<file path="config.mk">
export PLATFORM = sky130hd
export DESIGN_NAME = spi_mst_mcs
export DESIGN_NICKNAME = d
export VERILOG_FILES = /design/src/rtl/spi_mst_mcs.sv
export SDC_FILE = /design/constraint.sdc
export NUM_CORES = 1
export LEC_CHECK = 0
export CORE_AREA = 2 2 130 259
export CTS_CLUSTER_SIZE = 8
export DETAILED_ROUTE_END_ITERATION = 7
export DIE_AREA = 0 0 132 261
export PLACE_DENSITY_LB_ADDON = 0.3
export RECOVER_POWER = 100
export SYNTH_ARGS = -nofsm -noshare
export SYNTH_HDL_FRONTEND = slang
export SYNTH_SLANG_ARGS = --single-unit
</file>
<file path="constraint.sdc">
create_clock -name clk -period 4.5 [get_ports clk]
set_input_delay 0.9 -clock clk [delete_from_list [all_inputs] [get_ports clk]]
set_output_delay 0.9 -clock clk [all_outputs]
set_load 0.01 [all_outputs]
</file>
<file path="src/rtl/spi_mst_mcs.sv">
// rtl/spi_mst_mcs.sv - SPI master with TX/RX FIFOs and multiple chip selects
module spi_mst_mcs #(
  parameter int DW    = 16,
  parameter int DEPTH = 8,
  parameter int NCS   = 4,
  parameter int DIVW  = 8,
  localparam int CSW  = (NCS > 1) ? $clog2(NCS) : 1,
  localparam int AW   = $clog2(DEPTH),
  localparam int PW   = AW + 1,
  localparam int BW   = $clog2(DW)
) (
  input  logic            clk,
  input  logic            rst,
  input  logic            cfg_en,
  input  logic            cfg_cpol,
  input  logic            cfg_cpha,
  input  logic            cfg_lsbf,
  input  logic            cfg_cont,
  input  logic [DIVW-1:0] cfg_div,
  input  logic [CSW-1:0]  cfg_cs,
  input  logic            tx_valid,
  output logic            tx_ready,
  input  logic [DW-1:0]   tx_data,
  output logic            rx_valid,
  input  logic            rx_ready,
  output logic [DW-1:0]   rx_data,
  output logic [PW-1:0]   tx_level,
  output logic [PW-1:0]   rx_level,
  output logic            busy,
  output logic            sclk,
  output logic [NCS-1:0]  nss,
  output logic            mosi,
  input  logic            miso,
  output logic            irq_out
);

  typedef enum logic [1:0] {IDLE, SETUP, SHIFT, HOLD} state_t;
  state_t state, next;

  logic [DW-1:0] tx_mem [DEPTH];
  logic [DW-1:0] rx_mem [DEPTH];
  logic [PW-1:0] tx_wp, tx_rp, rx_wp, rx_rp;
  logic          tx_full, tx_empty, rx_full, rx_empty;
  logic          tx_push, tx_pop, rx_push, rx_pop, start;

  logic            cpol_l, cpha_l, lsbf_l, cont_l, cs_ok_l, phase;
  logic [DIVW-1:0] div_l, cnt;
  logic [BW-1:0]   bitcnt;
  logic [DW-1:0]   tx_sr, rx_sr, tx_next, rx_next;
  logic [NCS-1:0]  cs_mask;
  logic            half_end, last_bit;

  // Pointers carry a wrap bit so full and empty are distinguishable.
  assign tx_full  = (tx_wp[AW-1:0] == tx_rp[AW-1:0]) && (tx_wp[AW] != tx_rp[AW]);
  assign tx_empty = (tx_wp == tx_rp);
  assign rx_full  = (rx_wp[AW-1:0] == rx_rp[AW-1:0]) && (rx_wp[AW] != rx_rp[AW]);
  assign rx_empty = (rx_wp == rx_rp);
  assign tx_ready = ~tx_full;
  assign tx_push  = tx_valid & ~tx_full;
  assign rx_valid = ~rx_empty;
  assign rx_pop   = rx_ready & ~rx_empty;
  assign rx_data  = rx_mem[rx_rp[AW-1:0]];
  assign tx_level = tx_wp - tx_rp;
  assign rx_level = rx_wp - rx_rp;

  always_ff @(posedge clk) begin
    if (tx_push) tx_mem[tx_wp[AW-1:0]] <= tx_data;
    if (rx_push) rx_mem[rx_wp[AW-1:0]] <= rx_sr;
  end

  always_ff @(posedge clk or posedge rst) begin
    if (rst) begin
      tx_wp <= '0;
      tx_rp <= '0;
      rx_wp <= '0;
      rx_rp <= '0;
    end else begin
      if (tx_push) tx_wp <= tx_wp + PW'(1);
      if (tx_pop)  tx_rp <= tx_rp + PW'(1);
      if (rx_push) rx_wp <= rx_wp + PW'(1);
      if (rx_pop)  rx_rp <= rx_rp + PW'(1);
    end
  end

  always_comb begin
    cs_mask = '1;
    for (int i = 0; i < NCS; i++)
      if (int'(cfg_cs) == i) cs_mask[i] = 1'b0;
  end

  assign half_end = (cnt == div_l);
  assign last_bit = (bitcnt == BW'(DW - 1));
  assign tx_next  = lsbf_l ? (tx_sr >> 1) : (tx_sr << 1);
  assign rx_next  = lsbf_l ? {miso, rx_sr[DW-1:1]} : {rx_sr[DW-2:0], miso};

  always_ff @(posedge clk or posedge rst) begin
    if (rst) state <= IDLE;
    else     state <= next;
  end

  always_comb begin
    next    = state;
    tx_pop  = 1'b0;
    rx_push = 1'b0;
    start   = 1'b0;
    case (state)
      IDLE:
        if (cfg_en && !tx_empty && !rx_full) begin
          next   = SETUP;
          tx_pop = 1'b1;
          start  = 1'b1;
        end
      SETUP:
        if (half_end) next = SHIFT;
      SHIFT:
        if (half_end && phase && last_bit) begin
          next    = HOLD;
          rx_push = 1'b1;
        end
      HOLD:
        if (half_end) begin
          if (cont_l && cfg_en && !tx_empty && !rx_full) begin
            next   = SETUP;
            tx_pop = 1'b1;
          end else begin
            next = IDLE;
          end
        end
      default: next = IDLE;
    endcase
  end

  // phase 0 = first half of a bit period (after leading edge), 1 = after trailing edge.
  always_ff @(posedge clk or posedge rst) begin
    if (rst) begin
      cpol_l  <= 1'b0;
      cpha_l  <= 1'b0;
      lsbf_l  <= 1'b0;
      cont_l  <= 1'b0;
      cs_ok_l <= 1'b0;
      div_l   <= '0;
      nss     <= '1;
      cnt     <= '0;
      phase   <= 1'b0;
      bitcnt  <= '0;
      tx_sr   <= '0;
      rx_sr   <= '0;
    end else begin
      if (state == IDLE) cpol_l <= cfg_cpol;
      if (start) begin
        cpha_l  <= cfg_cpha;
        lsbf_l  <= cfg_lsbf;
        cont_l  <= cfg_cont;
        div_l   <= cfg_div;
        cs_ok_l <= (int'(cfg_cs) < NCS);
        nss     <= cs_mask;
      end
      if (tx_pop) tx_sr <= tx_mem[tx_rp[AW-1:0]];
      cnt <= (state == IDLE || half_end) ? '0 : cnt + DIVW'(1);
      if (state == SETUP && half_end) begin
        phase  <= 1'b0;
        bitcnt <= '0;
        if (!cpha_l) rx_sr <= rx_next;
      end
      if (state == SHIFT && half_end) begin
        phase <= ~phase;
        if (!phase) begin
          if (cpha_l) rx_sr <= rx_next;
          else        tx_sr <= tx_next;
        end else if (!last_bit) begin
          bitcnt <= bitcnt + BW'(1);
          if (cpha_l) tx_sr <= tx_next;
          else        rx_sr <= rx_next;
        end
      end
      if (state == HOLD && next == IDLE) nss <= '1;
    end
  end

  assign busy    = (state != IDLE);
  assign sclk    = (state == SHIFT && cs_ok_l) ? (cpol_l ^ ~phase) : cpol_l;
  assign mosi    = busy & (lsbf_l ? tx_sr[0] : tx_sr[DW-1]);
  assign irq_out = ~rst & (rx_valid | ((tx_level == '0) & ~busy & cfg_en));

endmodule
</file>
### Word-level counts from Yosys, hierarchy flattened

Memory sizes are Yosys's and may differ from the RTL's.
Index checks and enable logic that the tools add are counted.

| storage, ports and cells | value |
|---|---|
| output and inout port bits | 34 |
| word-level logic and storage cells | 124 |
| register bits | 80 |
| bits in writable memories | 256 |
| memories | 2 |

| operators by class | value |
|---|---|
| $add $sub $neg | 8 |
| multiplexer cells | 47 |
| reductions and logical operators | 23 |
| bitwise operators | 13 |
| eq/ne operators | 14 |

Memories:

| name | words | width | rd ports | clocked after memory_dff | write ports | RTL line | RTL |
|---|---|---|---|---|---|---|---|
| rx_mem | 8 | 16 | 1 | 0 | 1 | 41 | `logic [DW-1:0] rx_mem [DEPTH];` |
| tx_mem | 8 | 16 | 1 | 0 | 1 | 40 | `logic [DW-1:0] tx_mem [DEPTH];` |

Operator list:

| kind | count |
|---|---|
| two-way mux 16 bit | 15 |
| two-way mux 4 bit | 6 |
| adder 4 x 1 -> 4 bit, second input constant | 5 |
| two-way mux 1 bit | 19 |
| logical AND 1 bit | 13 |
| adder 8 x 1 -> 8 bit, second input constant | 1 |
| equality test 2 bit, second input constant | 4 |
| equality test 4 bit | 2 |
| equality test 8 bit | 1 |
| two-way mux 2 bit | 4 |
| two-way mux 8 bit | 1 |
| case mux 2 bit (4 select lines) | 1 |
| subtractor 4 bit | 2 |
| bitwise AND 1 bit | 6 |
| equality test 3 bit | 2 |
| logical NOT 2 bit | 3 |
| nonzero test 2 bit | 3 |
| NOT 1 bit | 5 |
| equality test 2 x 1 -> 1 bit, second input constant | 2 |
| equality test 4 bit, second input constant | 1 |
| logical NOT 4 bit | 1 |
| logical NOT 1 bit | 2 |
| != test 1 bit | 2 |
| case mux 1 bit (2 select lines) | 1 |
| other kinds (3) | 3 |

### Longest topological paths before layout

Gate-level depths: netlist of run 1.

| logic depth | value |
|---|---|
| depth after elaboration | 12 |
| depth in mapped cells | 11 |
| depth with buffers taken out | 8 |

### Worst setup path after synthesis of run 1

OpenSTA, ideal clock, no wires.

| timing path | value |
|---|---|
| path kind | input -> output |
| start point | input rst |
| end point | output irq_out |
| required time | 3.600 ns |
| stages on the path | 2 |
| setup slack | 0.716 ns |
| arrival time | 2.884 ns |
| cell sequence | inv_1 -> o21a_1 |

| on the way | value |
|---|---|
| word-level cells in the longest chain between the ends | 2 |

Ends and longest elaborated chain:

| element | RTL line | RTL |
|---|---|---|
| from (decl) | 13 | `input logic rst,` |
| NOT 1 bit | 183 | `assign irq_out = ~rst & (rx_valid \| ((tx_level == '0) & ~busy & cfg_en));` |
| bitwise AND 1 bit | 183 |  |
| to (decl) | 34 | `output logic irq_out` |

No other way between the ends.

### Worst setup path in the final report of run 1

| timing path | value |
|---|---|
| start point | register lsbf_l |
| end point | output mosi |

| on the way | value |
|---|---|
| word-level cells in the longest chain between the ends | 2 |

Ends and longest elaborated chain:

| element | RTL line | RTL |
|---|---|---|
| from (decl) | 46 | `logic cpol_l, cpha_l, lsbf_l, cont_l, cs_ok_l, phase;` |
| from (signal assigned) | 152 | `lsbf_l <= cfg_lsbf;` |
| two-way mux 1 bit | 182 | `assign mosi = busy & (lsbf_l ? tx_sr[0] : tx_sr[DW-1]);` |
| bitwise AND 1 bit | 182 |  |
| to (decl) | 32 | `output logic mosi,` |

No other way between the ends.

==> results.cfg, run 1 <==
[critical_path]
rrSetupSlack_ps = 730
crit_type = flip-flop to output port
timing.rr.start = state[0]$_DFF_PP0_
path_max_fanout = 34
path_cells = mux2i_1 -> nor2_1 -> clkdlybuf4s50_1
rr_worst_depth = 7
r2r-end = rx_mem[1][15]$_DFFE_PP_
end_kind = output port
slowest_stage = dfrtp_1
worstPathRequired_ps = 3600
start_kind = flip-flop
critPathMaxStageDelay_ps = 1590
critPathArrivalTime_ps = 3140

[final_layout]
layout_commonest_cell = edfxtp_1
areaGrowthSynthToFinish_pct = 17.3
num_antenna_cells = 0
regArea_sq_um = 9700
final_nets = 1110
mostFrequentLayoutCells = edfxtp_1 (256), nand2_1 (165), dfrtp_1 (74), mux4_2 (64), mux2i_1 (62)
multiInputGateArea_sq_um = 4450
design_area_sq_um = 17000
fillers = 2744
drive_above_1_share = 0.137

[clock_tree]
numCtsBuffers = 47
clock_insertion_delay_worst_skew_ps = 550
cts_resized = 0
cts_tree = built
clk_path_buf_depth = 3
cts.htree.levels = 2
cts_root_buffer = clkbuf_16
cts_sinks = 336
postCtsSetupBuffers = 0
hold_buffers = 0
clk_pin_slew_ps = 50

[synth]
mappedNetlistNets = 1008
synthXorXnorAreaFrac = 0.0215
synth_top_area_share = 0.531
yosys_warnings = 0
ys_ff_latch = 336
synth_edf_count = 256
synth_compound_area_frac = 0.0394
syn_area_sq_um = 14500
avgSynthCellArea_sq_um = 15.2
muxShareOfSynthArea = 0.147
ys_dominant_reg_cell = edfxtp_1
synth_simple_gate_area_frac = 0.0854
synthAdderAreaFrac = 0.0174
synth_top_cell_by_area = edfxtp_1
seq_area_frac_synth = 0.669
synth_top_family_by_area = multiplexers
async_flop_share = 0.238
synthCells = 953
synth.distinct_cells = 55
synthTopCellsByArea = edfxtp_1 (53%), dfrtp_1 (13%), mux4_2 (9.9%), mux2i_1 (4.3%), nand2_1 (4.2%)

[sta]
tightest_slew_ps = 2120
period_minus_slack_ps = 4040
setup_viol = 0
hold_ws_ps = 467
rsz0062_at_grt = no
post-route-period-util = 0.897
fin_skew_ps = 14.7
relSlewSlack = -0.413
totalNegativeSetupSlack_ps = 0
fmax_mhz = 248
slew_violations = 95
hold_viol_final = 0

[placed_design]
dpl_cell_area_sq_um = 15800
gp_congestion = 0.772
port_buffers = 69
hpwl_um = 17900

[floorplanning]
initial_utilization = 0.445
num_rows = 94
die_y_um = 261
boundaryPins = 70
core-area_sq_um = 32600
fp.dieArea_sq_um = 34500
die_width_um = 132

[drt]
dr.pass1.iters = 5
wirelength_um = 30500
ant_nets = 0
vias = 8229
via_per_inst = 5.40
drc = 0
wl_per_cell_um = 20.0
first_iter_violations = 461

[power]
total_power_mw = 11.6
ir_worst_vdd_mv = 0.458
p_leak_nw = 6.24
powerDensity_nw_per_um2 = 685

[global_route]
grt_pass1_vias = 8778
grt_overflow = 0
grt_use_met2 = 0.310
grt_util_met3 = 0.0316
track_usage = 0.182
busiest_layer = met2
grt_start_max_net_pins = 45
grt_pass1_wl_um = 48600
gr-usage-met1 = 0.233
grt_antenna_before_repair = 0

[run]
max_cap_violations = 4

[worst_hold_path]
hp-start = cs_ok_l$_DFFE_PP0P_
min_path_cells = 1
min_path_type = flip-flop to flip-flop
worstHoldEndpoint = cs_ok_l$_DFFE_PP0P_

[outcome]
status = finished, violations left
violations = max-capacitance violations, max-slew violations
## kinds of logic (layout without fill, tap and decap cells)
logic type	Yosys count	in the layout
flops	336	336
simple gates	272	272
buf+inv	69	209
mux	132	132
compound gates	92	92
fa+ha+maj	19	19
xor+xnor	33	33
## power breakdown
part	leakage, nW	switching (mW)	total [mW]	internal (mW)
combinational	2.33	1.96	3.75	1.79
clock	0.638	1.26	3.22	1.96
sequential	3.26	0.627	4.67	4.04
total	6.24	3.85	11.6	7.79
## synthesized netlist by cell type, drive strengths merged (21+ instances only)
master and number:
edfxtp 256, nand2 166, dfrtp 76, mux4 64, mux2i 62, nor2 46
o21ai 28, clkbuf 25, a21oi 23, buf 21, inv 21, xnor2 21
## area by class of cell
| type | instances | share of cell area |
|---|---|---|
| Sequential cell | 336 | 0.571 |
| Multi-Input combinational cell | 548 | 0.262 |
| Tap cell | 432 | 0.0318 |
| Clock buffer | 85 | 0.0776 |
| Timing Repair Buffer | 99 | 0.0514 |
| Clock inverter | 2 | 0.00169 |
| Inverter | 23 | 0.00515 |
## sequential cells by signal, summed over array words and instances, names as in the netlist, 8 cells and up
signal	cells
rx_mem	128
rx_sr	16
tx_mem	128
tx_sr	16
div_l	8
cnt	8
## routing by layer
layer / vias to the layer above / wire [um]
li1: 3786 / -
met4: 0 / 834
met3: 57 / 1280
met5: - / 0
met1: 4209 / 12800
met2: 177 / 15600
## through the flow
stage               std cells   util  worst slack (ps)
floorplan                 953      -               716
global placement         1437  0.484              1340
detailed placement       1437  0.484              1300
CTS                      1524  0.526               713
global route             1525  0.522               324
finish                   1525  0.522               462
## worst max path at each step
| stage | slack [ps] | end | startpoint |
|---|---|---|---|
| 6_report | 460 | mosi | lsbf_l$_DFFE_PP0P_ |
| 5_1_grt | 320 | mosi | lsbf_l$_DFFE_PP0P_ |
| 4_1_cts | 710 | rx_data[14] | rx_rp[0]$_DFFE_PP0P_ |
| 3_5_place_dp | 1300 | irq_out | cfg_en |
| 3_3_place_gp | 1340 | irq_out | cfg_en |
| 2_1_floorplan | 720 | irq_out | rst |
## worst max-delay path: cells and delay by family (launching register included)
kind,cells,cell delay (ps)
flops,1,1590
buf+inv,1,570
simple gates,1,220
mux,1,210
No activity file was read; power rests on OpenSTA's default activity.
==> run 2: changes to the inputs <==
Settings changed: CTS_CLUSTER_DIAMETER set to 30.
==> results.cfg, run 2 (synthesized netlist as in run 1, its figures left out) <==
[clock_tree]
numCtsBuffers = 52
clk_pin_slew_ps = 50
clk_path_buf_depth = 3
hold_buffers = 0
postCtsSetupBuffers = 0
cts_sinks = 336
cts_root_buffer = clkbuf_16
cts_resized = 0
cts.htree.levels = 2
cts_tree = built
clock_insertion_delay_worst_skew_ps = 560

[floorplanning]
boundaryPins = 70
initial_utilization = 0.445
num_rows = 94
die_y_um = 261
core-area_sq_um = 32600
die_width_um = 132
fp.dieArea_sq_um = 34500

[final_layout]
mostFrequentLayoutCells = edfxtp_1 (256), nand2_1 (165), dfrtp_1 (74), mux4_2 (64), mux2i_1 (62)
drive_above_1_share = 0.152
layout_commonest_cell = edfxtp_1
num_antenna_cells = 0
final_nets = 1114
areaGrowthSynthToFinish_pct = 18.5

[critical_path]
critPathMaxStageDelay_ps = 1580
cp.buffers_inverters = 1
path_max_fanout = 34
end_kind = output port
path_cells = mux2i_1 -> nor2_1 -> clkdlybuf4s50_1
timing.rr.start = cnt[4]$_DFF_PP0_
crit_type = flip-flop to output port
slowest_stage = dfrtp_1
start_kind = flip-flop
worstPathRequired_ps = 3600
cpLargestDelayFamily = flip-flops
crit_path_start = lsbf_l$_DFFE_PP0P_
critPathArrivalTime_ps = 3150
rrSetupSlack_ps = 750

[worst_hold_path]
min_path_type = flip-flop to flip-flop
hp-start = cs_ok_l$_DFFE_PP0P_

[power]
power.share.clock = 0.294
internal-power_mw = 8.00
p_leak_nw = 6.34
switching_share = 0.329
ir_worst_vdd_mv = 0.463
netSwitchingPower_mw = 3.92
p_seq_frac = 0.391
combPwrFrac = 0.315
powerDensity_nw_per_um2 = 695

[drt]
first_iter_violations = 514
wirelength_um = 30500
via_per_inst = 5.38
dr.pass1.iters = 4
vias = 8247
wl_per_cell_um = 19.9
drc = 0
ant_nets = 0

[sta]
totalNegativeSetupSlack_ps = 0
setup_viol = 0
tightest_slew_ps = 2070
fin_skew_ps = 12.5
post-route-period-util = 0.899
rsz0062_at_grt = no
slew_violations = 114
fmax_mhz = 247
period_minus_slack_ps = 4050
hold_viol_final = 0
relSlewSlack = -0.387
hold_ws_ps = 471

[global_route]
grt_antenna_before_repair = 0
grt_pass1_vias = 8793
grt_overflow = 0
grt_pass1_wl_um = 48700
grt_start_max_net_pins = 45
track_usage = 0.182

[outcome]
status = finished, violations left
violations = max-capacitance violations, max-slew violations

[run]
max_cap_violations = 4

[placed_design]
port_buffers = 69
hpwl_um = 17900
gp_congestion = 0.772
run 2: stage by stage:
stage / total power [mW] / util / setup slack [ps] / cells / instance area [sq um]
finish: 11.9 / 0.527 / 455 / 1534 / 17200
detailed placement: 8.66 / 0.484 / 1300 / 1437 / 15800
CTS: 12.2 / 0.531 / 719 / 1534 / 17300
global placement: 8.52 / 0.484 / 1340 / 1437 / 15800
global route: 12.6 / 0.527 / 323 / 1534 / 17200
floorplan: 7.22 / - / 716 / 953 / 14500
run 2: cell type report:
cell class	count	area, sq um
Clock buffer	85	1450
Fill cell	2724	15400
Timing Repair Buffer	98	866
Multi-Input combinational cell	548	4460
Inverter	23	87.6
Clock inverter	12	77.6
Tap cell	432	541
Sequential cell	336	9700
run 2: worst paths after layout:
kind	endpoint	cells past startpoint
worst max-delay path	mosi	3
worst min-delay path	cs_ok_l$_DFFE_PP0P_	1
worst max register to register	rx_mem[1][1]$_DFFE_PP_	6
worst min register to register	cs_ok_l$_DFFE_PP0P_	1
max in group asynchronous	rx_rp[0]$_DFFE_PP0P_	4
min in group asynchronous	cnt[7]$_DFF_PP0_	3
run 2: per-layer routing:
metal  GRT usage  share of wire
met1       0.234           0.42
met2       0.308           0.51
met3      0.0312          0.037
met4      0.0749          0.032
met5           0              0
run 2: power by group through the flow:
stage | Combinational (mW) | Sequential [mW] | Clock (mW)
2_1_floorplan | 2.81 | 4.41 | 0
3_3_place_gp | 3.84 | 4.68 | 0
3_5_place_dp | 3.94 | 4.73 | 0
4_1_cts | 3.96 | 4.67 | 3.58
5_1_grt | 4.16 | 4.75 | 3.70
6_report | 3.75 | 4.67 | 3.50
==> run 3: changes to the inputs <==
Settings changed: CORE_AREA 2 2 130 259 to 2 2 113 225, DIE_AREA 0 0 132 261 to 0 0 115 227.
==> results.cfg, run 3 (synthesized netlist as in run 1, its figures left out) <==
[placed_design]
port_buffers = 69
pre_cts_slack_ps = 1260
dpl_cell_area_sq_um = 15600
gp_congestion = 0.801
hpwl_um = 18600

[sta]
slew_violations = 138
relSlewSlack = -0.414
fmax_mhz = 251
rsz0062_at_grt = no
post-route-period-util = 0.884
fin_skew_ps = 12.3
tightest_slew_ps = 2120
period_minus_slack_ps = 3980
layout_setup_ws_ps = 522
totalNegativeSetupSlack_ps = 0
hold_viol_final = 0
setup_viol = 0

[clock_tree]
clock_insertion_delay_worst_skew_ps = 540
clk_pin_slew_ps = 50
cts_root_buffer = clkbuf_16
cts_sinks = 336
cts_tree = built
cts.htree.levels = 2
cts_resized = 0
numCtsBuffers = 49
clk_path_buf_depth = 3
postCtsSetupBuffers = 0
hold_buffers = 0

[global_route]
grt_overflow = 0
grt_pass1_wl_um = 46400
track_usage = 0.233
grt_pass1_vias = 8757
grt_start_max_net_pins = 75
grt_antenna_before_repair = 0

[critical_path]
path_cells = xnor2_1 -> nand4_1 -> nor4_1 -> nand2_2 -> nor3_2
rr_worst_depth = 5
path_max_fanout = 16
slowest_stage = nor3_2
critPathMaxStageDelay_ps = 1210
end_kind = flip-flop
critPathArrivalTime_ps = 4120
r2r-end = rx_mem[1][2]$_DFFE_PP_
cp-endpoint = rx_mem[1][2]$_DFFE_PP_
worstPathRequired_ps = 4640
crit_type = flip-flop to flip-flop
timing.rr.start = cnt[0]$_DFF_PP0_
rrSetupSlack_ps = 520
crit_path_start = cnt[0]$_DFF_PP0_
start_kind = flip-flop

[floorplanning]
num_rows = 81
fp.dieArea_sq_um = 26100
initial_utilization = 0.596
die_width_um = 115
boundaryPins = 70
die_y_um = 227
core-area_sq_um = 24300

[power]
p_seq_frac = 0.392
powerDensity_nw_per_um2 = 694
switching_share = 0.324
internal-power_mw = 7.94
ir_worst_vdd_mv = 0.420
p_leak_nw = 6.30
combPwrFrac = 0.320
netSwitchingPower_mw = 3.81
power.share.clock = 0.289

[outcome]
violations = max-capacitance violations, max-slew violations
status = finished, violations left

[drt]
wirelength_um = 29100
wl_per_cell_um = 21.0
ant_nets = 0
first_iter_violations = 487
dr.pass1.iters = 5
vias = 8249
drc = 0
via_per_inst = 5.96

[final_layout]
layout_commonest_cell = edfxtp_1
areaGrowthSynthToFinish_pct = 16.8
drive_above_1_share = 0.145
design_area_sq_um = 16900
num_antenna_cells = 0
final_nets = 1108
mostFrequentLayoutCells = edfxtp_1 (256), nand2_1 (164), dfrtp_1 (73), mux4_2 (64), mux2i_1 (62)

[worst_hold_path]
min_path_type = flip-flop to flip-flop

[run]
max_cap_violations = 4
run 3: cell count changes in the layout (fill, tap and decap cells not counted), sizes merged:
cell,change
dlygate4sd3,+1
clkbuf,+3
clkinv,-6
clkdlybuf4s50,-1
buf,-3
inv,-1
clkinvlp,-1
run 3: worst max-delay path, delay by kind of cell (launching register included):
| family | cells | cell delay [ps] |
|---|---|---|
| flip-flops | 1 | 460 |
| AND/OR/NAND/NOR | 4 | 2920 |
| XOR/XNOR | 1 | 190 |
run 3: power by group through the flow:
stage	combinational, mW	clock, mW	sequential, mW
after detailed placement	3.95	0	4.64
after global placement	3.87	0	4.60
after CTS	3.99	3.44	4.59
after floorplan	2.81	0	4.41
after global routing	4.14	3.57	4.67
final	3.76	3.39	4.60
run 3: worst min path at each step:
stage | from | to | cells past startpoint
2_1_floorplan | cs_ok_l$_DFFE_PP0P_ | cs_ok_l$_DFFE_PP0P_ | 1
6_report | cs_ok_l$_DFFE_PP0P_ | cs_ok_l$_DFFE_PP0P_ | 1
5_1_grt | cs_ok_l$_DFFE_PP0P_ | cs_ok_l$_DFFE_PP0P_ | 1
3_3_place_gp | cs_ok_l$_DFFE_PP0P_ | cs_ok_l$_DFFE_PP0P_ | 1
3_5_place_dp | cs_ok_l$_DFFE_PP0P_ | cs_ok_l$_DFFE_PP0P_ | 1
4_1_cts | cs_ok_l$_DFFE_PP0P_ | cs_ok_l$_DFFE_PP0P_ | 1
run 3: area by class of cell:
class | instances | area, sq um
flip-flops and latches | 336 | 9700
fillers | 1636 | 7400
multi-input cells | 548 | 4470
clock buffers | 88 | 1440
repair buffers | 95 | 845
well taps | 290 | 363
inverters | 23 | 87.6
clock inverters | 4 | 23.8
run 3: metal layers:
metal | global-route usage | vias to the layer above | routed length (um)
li1 | - | 3783 | -
met4 | 0.107 | 0 | 1000
met2 | 0.436 | 206 | 16900
met3 | 0.0319 | 75 | 1070
met1 | 0.259 | 4185 | 10100
met5 | 0 | - | 0
run 3: per-stage QoR:
stage / power, mW / utilization / hold slack, ps / instances
3_3_place_gp: 8.47 / 0.641 / 455 / 1292
2_1_floorplan: 7.22 / - / 435 / 953
3_5_place_dp: 8.59 / 0.641 / 457 / 1292
4_1_cts: 12.0 / 0.701 / 471 / 1384
6_report: 11.7 / 0.696 / 477 / 1384
5_1_grt: 12.4 / 0.696 / 475 / 1384
